`config.mk`:
```
export PLATFORM = sky130hd
export DESIGN_NAME = seg7_scan_ctrl_flat
export DESIGN_NICKNAME = d
export VERILOG_FILES = /design/src/rtl/seg7_scan_ctrl_if.sv /design/src/rtl/seg7_scan_ctrl.sv /design/src/flat_wrapper.sv
export SDC_FILE = /design/constraint.sdc
export NUM_CORES = 1
export LEC_CHECK = 0
export ABC_AREA = 1
export ABC_CLOCK_PERIOD_IN_PS = 2100
export CORE_MARGIN = 1
export CORE_UTILIZATION = 35
export DETAILED_ROUTE_END_ITERATION = 6
export GPL_TIMING_DRIVEN = 0
export PLACE_DENSITY = 0.57
export SYNTH_ARGS = -nofsm -noshare
export SYNTH_HDL_FRONTEND = slang
export SYNTH_SLANG_ARGS = --single-unit
```
`constraint.sdc`:
```
create_clock -name clk -period 2.1 [get_ports clk]
set_clock_uncertainty 0.2 [all_clocks]
set_input_delay 0.21 -clock clk [delete_from_list [all_inputs] [get_ports clk]]
set_output_delay 0.21 -clock clk [all_outputs]
set_load 0.01 [all_outputs]
```
`src/rtl/seg7_scan_ctrl_if.sv`:
```
// seg7_scan_ctrl_if
// Groups the value-load handshake and the display pins of seg7_scan_ctrl.
//   value      [15:0]  value to display, held stable while load_req is high
//   load_req           level request to capture value at the next frame boundary
//   load_ack           one-cycle pulse confirming the capture
//   frame_done         one-cycle pulse per completed four-digit frame
//   an         [3:0]   active-low digit enables, an[0] = least significant nibble
//   seg7       [6:0]   active-low segments, bit 6 = a .. bit 0 = g
// master: the value producer / board side.  slave: the scan controller.
interface seg7_scan_ctrl_if;
    logic [15:0] value;
    logic        load_req;
    logic        load_ack;
    logic        frame_done;
    logic [3:0]  an;
    logic [6:0]  seg7;

    modport master (
        output value, load_req,
        input  load_ack, frame_done, an, seg7
    );

    modport slave (
        input  value, load_req,
        output load_ack, frame_done, an, seg7
    );
endinterface

```
`src/rtl/seg7_scan_ctrl.sv`:
```
// seg7_scan_ctrl
// Time-multiplexes one hex-to-seven-segment decoder across four common-anode
// digits. A prescaler divides each digit slot into DIV cycles; the first cycle
// of every slot is a dark guard cycle. A shadow register holding the displayed
// value only updates at frame boundaries, so a frame never mixes two values.
// Ports:
//   clk   rising-edge clock
//   rst   synchronous active-low reset
//   disp  seg7_scan_ctrl_if.slave (value/load handshake, an, seg7, frame_done)
// Parameters:
//   DIV       cycles per digit slot, >= 2
//   BLANK_LZ  1 = dark leading-zero digits 3..1 (digit 0 is always lit)
//
// state | meaning
// DIG0  | scanning digit 0 (least significant nibble)
// DIG1  | scanning digit 1
// DIG2  | scanning digit 2
// DIG3  | scanning digit 3; its last prescaler cycle is the frame boundary
module seg7_scan_ctrl #(
    parameter int DIV      = 4,
    parameter bit BLANK_LZ = 1'b1
) (
    input logic           clk,
    input logic           rst,
    seg7_scan_ctrl_if.slave disp
);
    localparam int PW = (DIV > 1) ? $clog2(DIV) : 1;
    localparam logic [PW-1:0] PMAX = PW'(DIV - 1);

    typedef enum logic [1:0] {DIG0, DIG1, DIG2, DIG3} digit_t;

    digit_t        digit, digit_nxt;
    logic [PW-1:0] pcnt, pcnt_nxt;
    logic [15:0]   shadow, shadow_nxt;
    logic [3:0]    an_q, an_nxt;
    logic [6:0]    seg7_q, seg7_nxt;
    logic          ack_q, ack_nxt;
    logic          fd_q, fd_nxt;
    logic [3:0]    nibble;
    logic [3:0]    blank;
    logic [1:0]    didx;
    logic          wrap;

    function automatic logic [6:0] seg_decode(input logic [3:0] n);
        case (n)
            4'h0: seg_decode = 7'b0000001;
            4'h1: seg_decode = 7'b1001111;
            4'h2: seg_decode = 7'b0010010;
            4'h3: seg_decode = 7'b0000110;
            4'h4: seg_decode = 7'b1001100;
            4'h5: seg_decode = 7'b0100100;
            4'h6: seg_decode = 7'b0100000;
            4'h7: seg_decode = 7'b0001111;
            4'h8: seg_decode = 7'b0000000;
            4'h9: seg_decode = 7'b0000100;
            4'hA: seg_decode = 7'b0001000;
            4'hB: seg_decode = 7'b1100000;
            4'hC: seg_decode = 7'b0110001;
            4'hD: seg_decode = 7'b1000010;
            4'hE: seg_decode = 7'b0110000;
            default: seg_decode = 7'b0111000;
        endcase
    endfunction

    always_ff @(posedge clk) begin
        if (!rst) begin
            digit  <= DIG0;
            pcnt   <= '0;
            shadow <= '0;
            an_q   <= 4'b1111;
            seg7_q <= 7'b1111111;
            ack_q  <= 1'b0;
            fd_q   <= 1'b0;
        end else begin
            digit  <= digit_nxt;
            pcnt   <= pcnt_nxt;
            shadow <= shadow_nxt;
            an_q   <= an_nxt;
            seg7_q <= seg7_nxt;
            ack_q  <= ack_nxt;
            fd_q   <= fd_nxt;
        end
    end

    always_comb begin
        digit_nxt  = digit;
        pcnt_nxt   = pcnt + 1'b1;
        shadow_nxt = shadow;
        ack_nxt    = 1'b0;
        fd_nxt     = 1'b0;
        didx       = digit;
        wrap       = (pcnt == PMAX);

        // A digit is dark only when it and every more significant nibble are zero.
        blank[3] = BLANK_LZ && (shadow[15:12] == 4'h0);
        blank[2] = blank[3] && (shadow[11:8] == 4'h0);
        blank[1] = blank[2] && (shadow[7:4] == 4'h0);
        blank[0] = 1'b0;

        unique case (digit)
            DIG0: nibble = shadow[3:0];
            DIG1: nibble = shadow[7:4];
            DIG2: nibble = shadow[11:8];
            DIG3: nibble = shadow[15:12];
        endcase

        if (wrap) begin
            pcnt_nxt = '0;
            unique case (digit)
                DIG0: digit_nxt = DIG1;
                DIG1: digit_nxt = DIG2;
                DIG2: digit_nxt = DIG3;
                DIG3: begin
                    digit_nxt = DIG0;
                    fd_nxt    = 1'b1;
                    if (disp.load_req) begin
                        shadow_nxt = disp.value;
                        ack_nxt    = 1'b1;
                    end
                end
            endcase
        end

        // The guard cycle keeps anodes dark while segments settle on the new digit.
        seg7_nxt = blank[didx] ? 7'b1111111 : seg_decode(nibble);
        an_nxt   = 4'b1111;
        if ((pcnt != '0) && !blank[didx]) begin
            an_nxt[didx] = 1'b0;
        end
    end

    assign disp.an         = an_q;
    assign disp.seg7       = seg7_q;
    assign disp.load_ack   = ack_q;
    assign disp.frame_done = fd_q;
endmodule
```
`src/flat_wrapper.sv`:
```
// flat-port wrapper written by rule: the top's interface ports become plain ports
module seg7_scan_ctrl_flat 
#(
    parameter int DIV      = 4,
    parameter bit BLANK_LZ = 1'b1
)
  (clk, rst, disp_value, disp_load_req, disp_load_ack, disp_frame_done, disp_an, disp_seg7);
  seg7_scan_ctrl_if disp_i ();
  input logic clk;
  input logic rst;
  input wire logic [$bits(disp_i.value)-1:0] disp_value;
  input wire logic [$bits(disp_i.load_req)-1:0] disp_load_req;
  output wire logic [$bits(disp_i.load_ack)-1:0] disp_load_ack;
  output wire logic [$bits(disp_i.frame_done)-1:0] disp_frame_done;
  output wire logic [$bits(disp_i.an)-1:0] disp_an;
  output wire logic [$bits(disp_i.seg7)-1:0] disp_seg7;
  assign disp_i.value = disp_value;
  assign disp_i.load_req = disp_load_req;
  assign disp_load_ack = disp_i.load_ack;
  assign disp_frame_done = disp_i.frame_done;
  assign disp_an = disp_i.an;
  assign disp_seg7 = disp_i.seg7;
  seg7_scan_ctrl #(.DIV(DIV), .BLANK_LZ(BLANK_LZ)) u_core (.clk(clk), .rst(rst), .disp(disp_i));
endmodule
```
==> metrics.log <==
[metrics] TritonCTS clock tree: built
[metrics] library cell appearing most often on the critical path: sky130_fd_sc_hd__nand2_1
[metrics] horizontal die dimension: 69.9 um
[metrics] total of warnings raised by yosys: 0
[metrics] routed via count divided by cell count: around 4.6
[metrics] insertion delay of the later-clocked pin in the worst-skew pair: ~0.28 ns
[metrics] Crit Path Category: reg -> reg
[metrics] worst slack on hold paths: 0.259 ns
[metrics] router iterations before antenna repair: 6
[metrics] Req. time, crit path: approximately 2.1 ns
[metrics] met2 routed WL: 1630 um
[metrics] startpoint kind of the worst setup timing path: flop
[metrics] launch point of the critical path: u_core.didx[0]
[metrics] setup repair after global routing missed its margin: false
[metrics] Syn Std Cell Area: around 0.0016 sq mm
[metrics] Logic pwr share: 0.181
[metrics] final-report max-slew violation count: 0
[metrics] buffer depth of the longest clock path: 2
[metrics] standard-cell rows: 24
[metrics] proportion of layout cells with a drive suffix above 1: 0.141
[metrics] nets: 293
[metrics] number of input and output port buffers inserted: 31
[metrics] met1 wire length: between 1500 and 2000 um
[metrics] die extent in y: roughly 70 um
[metrics] level count of the clock H-tree: 2
[metrics] Setup crit end kind: flop
[metrics] share of power burned in registers: 0.462
[metrics] synthesized netlist cell count: about 220
[metrics] Switching Fraction: 0.249
[metrics] count of clock tree sinks: 33
[metrics] drt total wl: between 3000 and 4000 um
[metrics] total nets after synthesis: 253
[metrics] routed len/inst: 11.2 um
[metrics] cell at the root of the clock tree: sky130_fd_sc_hd__clkbuf_8
[metrics] Hold/Removal Path Class: reg -> reg
[metrics] HPWL after DPL: between 2000 and 3000 um
[metrics] worst reg-to-reg path cell count: 12
[metrics] final worst-path cycle share: 0.941
[metrics] switching component of the power: around 0.36 mW
[metrics] number of DRC violations after detailed-routing iteration 0: between 60 and 70
[metrics] transition time of the tightest slew-check pin: about 0.53 ns
[metrics] vias in the first global route: between 1000 and 1500
[metrics] count of max-cap constraint violations: 0
[metrics] detailed route wirelength on metal3: roughly 120 um
[metrics] design internal power: 1.08 mW
[metrics] diode insertion count for antenna repair: 0
[metrics] relative contribution of the clock network to total power: 0.357
[metrics] maximum VDD drop: ~0.26 mV
[metrics] cell with the largest stage delay on the worst path: sky130_fd_sc_hd__dfxtp_4
[metrics] arrival time at the worst endpoint: 1.93 ns
[metrics] slack of the worst reg-to-reg path: around 0.12 ns
[metrics] utilization after layout: 0.499
[metrics] fill cell total of the finished layout: 449
[metrics] global-route wire length before repair: approximately 6000 um
[metrics] Post-route DRC: 0
[metrics] DR vias: 1429
[metrics] routability congestion estimate: between 0.8 and 0.9
[metrics] total of flip-flops plus latches after synthesis: 33
[metrics] start of the worst register-to-register path: u_core.didx[0]
[metrics] longest individual stage delay on the worst path: 0.37 ns
[metrics] core area: approximately 0.0044 sq mm
[metrics] combined area of the multi-input logic cells: 882 sq um
[metrics] total count of hold-check failures in the final report: 0
[metrics] run status: finished, final reports clean
[metrics] Post-Synthesis Mean Instance Area: 7.30 sq um
[metrics] top routing layer in use: met4
[metrics] number of buffers added by the clock tree synthesis step: 5
[metrics] leak pwr: 0.911 nW
[metrics] aggregate negative setup slack: 0 ns
[metrics] Netlist cell types: 17
[metrics] chain of cells forming the critical path: inv_2 -> ha_4 -> nand2_1 -> nand2_1 -> nor2_2 -> nor2_2 -> ha_2 -> inv_1 -> nand3_1 -> nand2_1 -> nand2_1 -> nand2_1
[metrics] die area: between 0.004 and 0.005 sq mm
[metrics] total congestion overflow after global routing: 0
[metrics] count of boundary I/O pins: 32
[metrics] clock-pin slew on the worst setup and hold paths: around 0.070 ns
[metrics] antenna violations before repair: 0
[metrics] register cell area after layout: 668 sq um
[metrics] antenna violation net count after detailed routing: 0
[metrics] starting density of the core: 0.368
[metrics] register area share after synthesis: 0.410
[metrics] end of the worst register-to-register path: u_core.disp.seg7[4]
[metrics] power per cell area: ~660 mW/mm^2
[metrics] number of buffers inserted by hold repair at cts: 0
[metrics] area growth from synthesis to final layout: 35.6%
[metrics] Final min period: 1.98 ns
[metrics] maximum number of pins on one net before global-route repair: 11
[metrics] number of endpoints failing setup at the final stage: 0
[metrics] maximum fanout along the worst path: 6
[metrics] Rel. slew slack: 0.647
[metrics] Fmax: between 0.5 and 0.6 GHz
[metrics] CP endpoint: u_core.disp.seg7[4]
[metrics] global routing usage summed across all routing layers: 0.158
state kept, by name, summed over array words and instances, names as in the netlist:
name / flops
u_core.shadow: 16
u_core.disp.frame_done: 1
u_core.disp.load_ack: 1
u_core.didx: 2
u_core.disp.an: 4
u_core.disp.seg7: 7
u_core.pcnt: 2
critical path, delay by kind of cell, from the launching register on:
| family | cells | cell delay [ns] |
|---|---|---|
| and+or+nand+nor | 8 | 0.68 |
| DFF | 1 | 0.37 |
| buffers and inverters | 2 | 0.17 |
| adders and majority gates | 2 | 0.43 |
logic make-up after synthesis:
logic type | after synthesis | share of synthesized area
and+or+nand+nor | 95 | 0.249
AOI/OAI and AO/OA | 43 | 0.152
buffers and inverters | 37 | 0.0884
DFF | 33 | 0.410
adders and majority gates | 13 | 0.101
power groups by stage:
stage	clock [mW]	sequential [mW]	combinational (mW)
6_report	0.513	0.664	0.260
5_1_grt	0.573	0.666	0.290
4_1_cts	0.533	0.665	0.250
3_5_place_dp	0	0.679	0.242
3_3_place_gp	0	0.678	0.240
2_1_floorplan	0	0.690	0.125
layout make-up:
cell class,count,area share
Tap cell,52,0.0297
Clock buffer,7,0.0441
Inverter,32,0.0561
Buffer,5,0.0103
Multi-Input combinational cell,151,0.403
Clock inverter,1,0.00229
Sequential cell,33,0.305
Timing Repair Buffer,33,0.149
worst min path at each step:
stage	end	from	slack, ns	cells after the start
final	u_core.pcnt[0]	u_core.pcnt[0]	0.26	1
after global routing	u_core.pcnt[0]	u_core.pcnt[0]	0.28	1
after CTS	u_core.pcnt[0]	u_core.pcnt[0]	0.26	1
after detailed placement	u_core.pcnt[0]	u_core.pcnt[0]	0.24	1
after global placement	u_core.pcnt[0]	u_core.pcnt[0]	0.23	1
after floorplan	u_core.disp.load_ack	rst	0.16	2
what timing repair did:
item	4_1_cts	5_1_grt
endpoints found under the hold margin	0	0
pin swaps	1	0
buffers inserted	1	1
gates resized for setup	10	15
endpoints found under the setup margin	7	7
placed cells by master (no fill, tap or decap), types with 3 or more instances in the layout:
master,n
sky130_fd_sc_hd__nand2_1,49
sky130_fd_sc_hd__clkdlybuf4s50_1,31
sky130_fd_sc_hd__dfxtp_1,31
sky130_fd_sc_hd__inv_1,29
sky130_fd_sc_hd__nand3_1,22
sky130_fd_sc_hd__a21oi_1,20
sky130_fd_sc_hd__o21ai_0,17
sky130_fd_sc_hd__nor2_1,15
sky130_fd_sc_hd__ha_1,8
sky130_fd_sc_hd__clkbuf_8,7
sky130_fd_sc_hd__nor2_2,3
sky130_fd_sc_hd__nand2_2,3
sky130_fd_sc_hd__buf_2,3
sky130_fd_sc_hd__ha_4,3
cells in the mapped netlist:
cell,count,share of area
sky130_fd_sc_hd__nand2_4,2,0.014
sky130_fd_sc_hd__nand2_1,52,0.12
sky130_fd_sc_hd__ha_1,13,0.10
sky130_fd_sc_hd__inv_1,31,0.072
sky130_fd_sc_hd__or2_2,1,0.0039
sky130_fd_sc_hd__nor2_1,18,0.042
sky130_fd_sc_hd__o22ai_1,1,0.0039
sky130_fd_sc_hd__a21oi_1,20,0.062
sky130_fd_sc_hd__o21ai_4,2,0.020
sky130_fd_sc_hd__clkbuf_1,2,0.0047
sky130_fd_sc_hd__inv_2,1,0.0023
sky130_fd_sc_hd__o21bai_1,1,0.0047
sky130_fd_sc_hd__o21ai_0,18,0.056
sky130_fd_sc_hd__buf_2,3,0.0093
sky130_fd_sc_hd__a21oi_2,1,0.0054
sky130_fd_sc_hd__nand3_1,22,0.068
sky130_fd_sc_hd__dfxtp_1,33,0.41
metal layers:
layer,global-route usage,vias to the layer above
met4,0.0733,0
met2,0.253,37
li1,-,782
met1,0.197,608
met5,0,-
met3,0.0433,2
stage by stage:
stage                     cells  cell area (sq um)  worst slack (ns)  total power [mW]
after CTS                   313               2120           0.00742              1.45
after detailed placement    304               1990            -0.298             0.920
after global placement      304               1990            -0.275             0.918
final                       314               2190             0.124              1.44
after global routing        314               2190            0.0123              1.53
after floorplan             221               1610            0.0262             0.815
(Power assumes the default switching activity.)
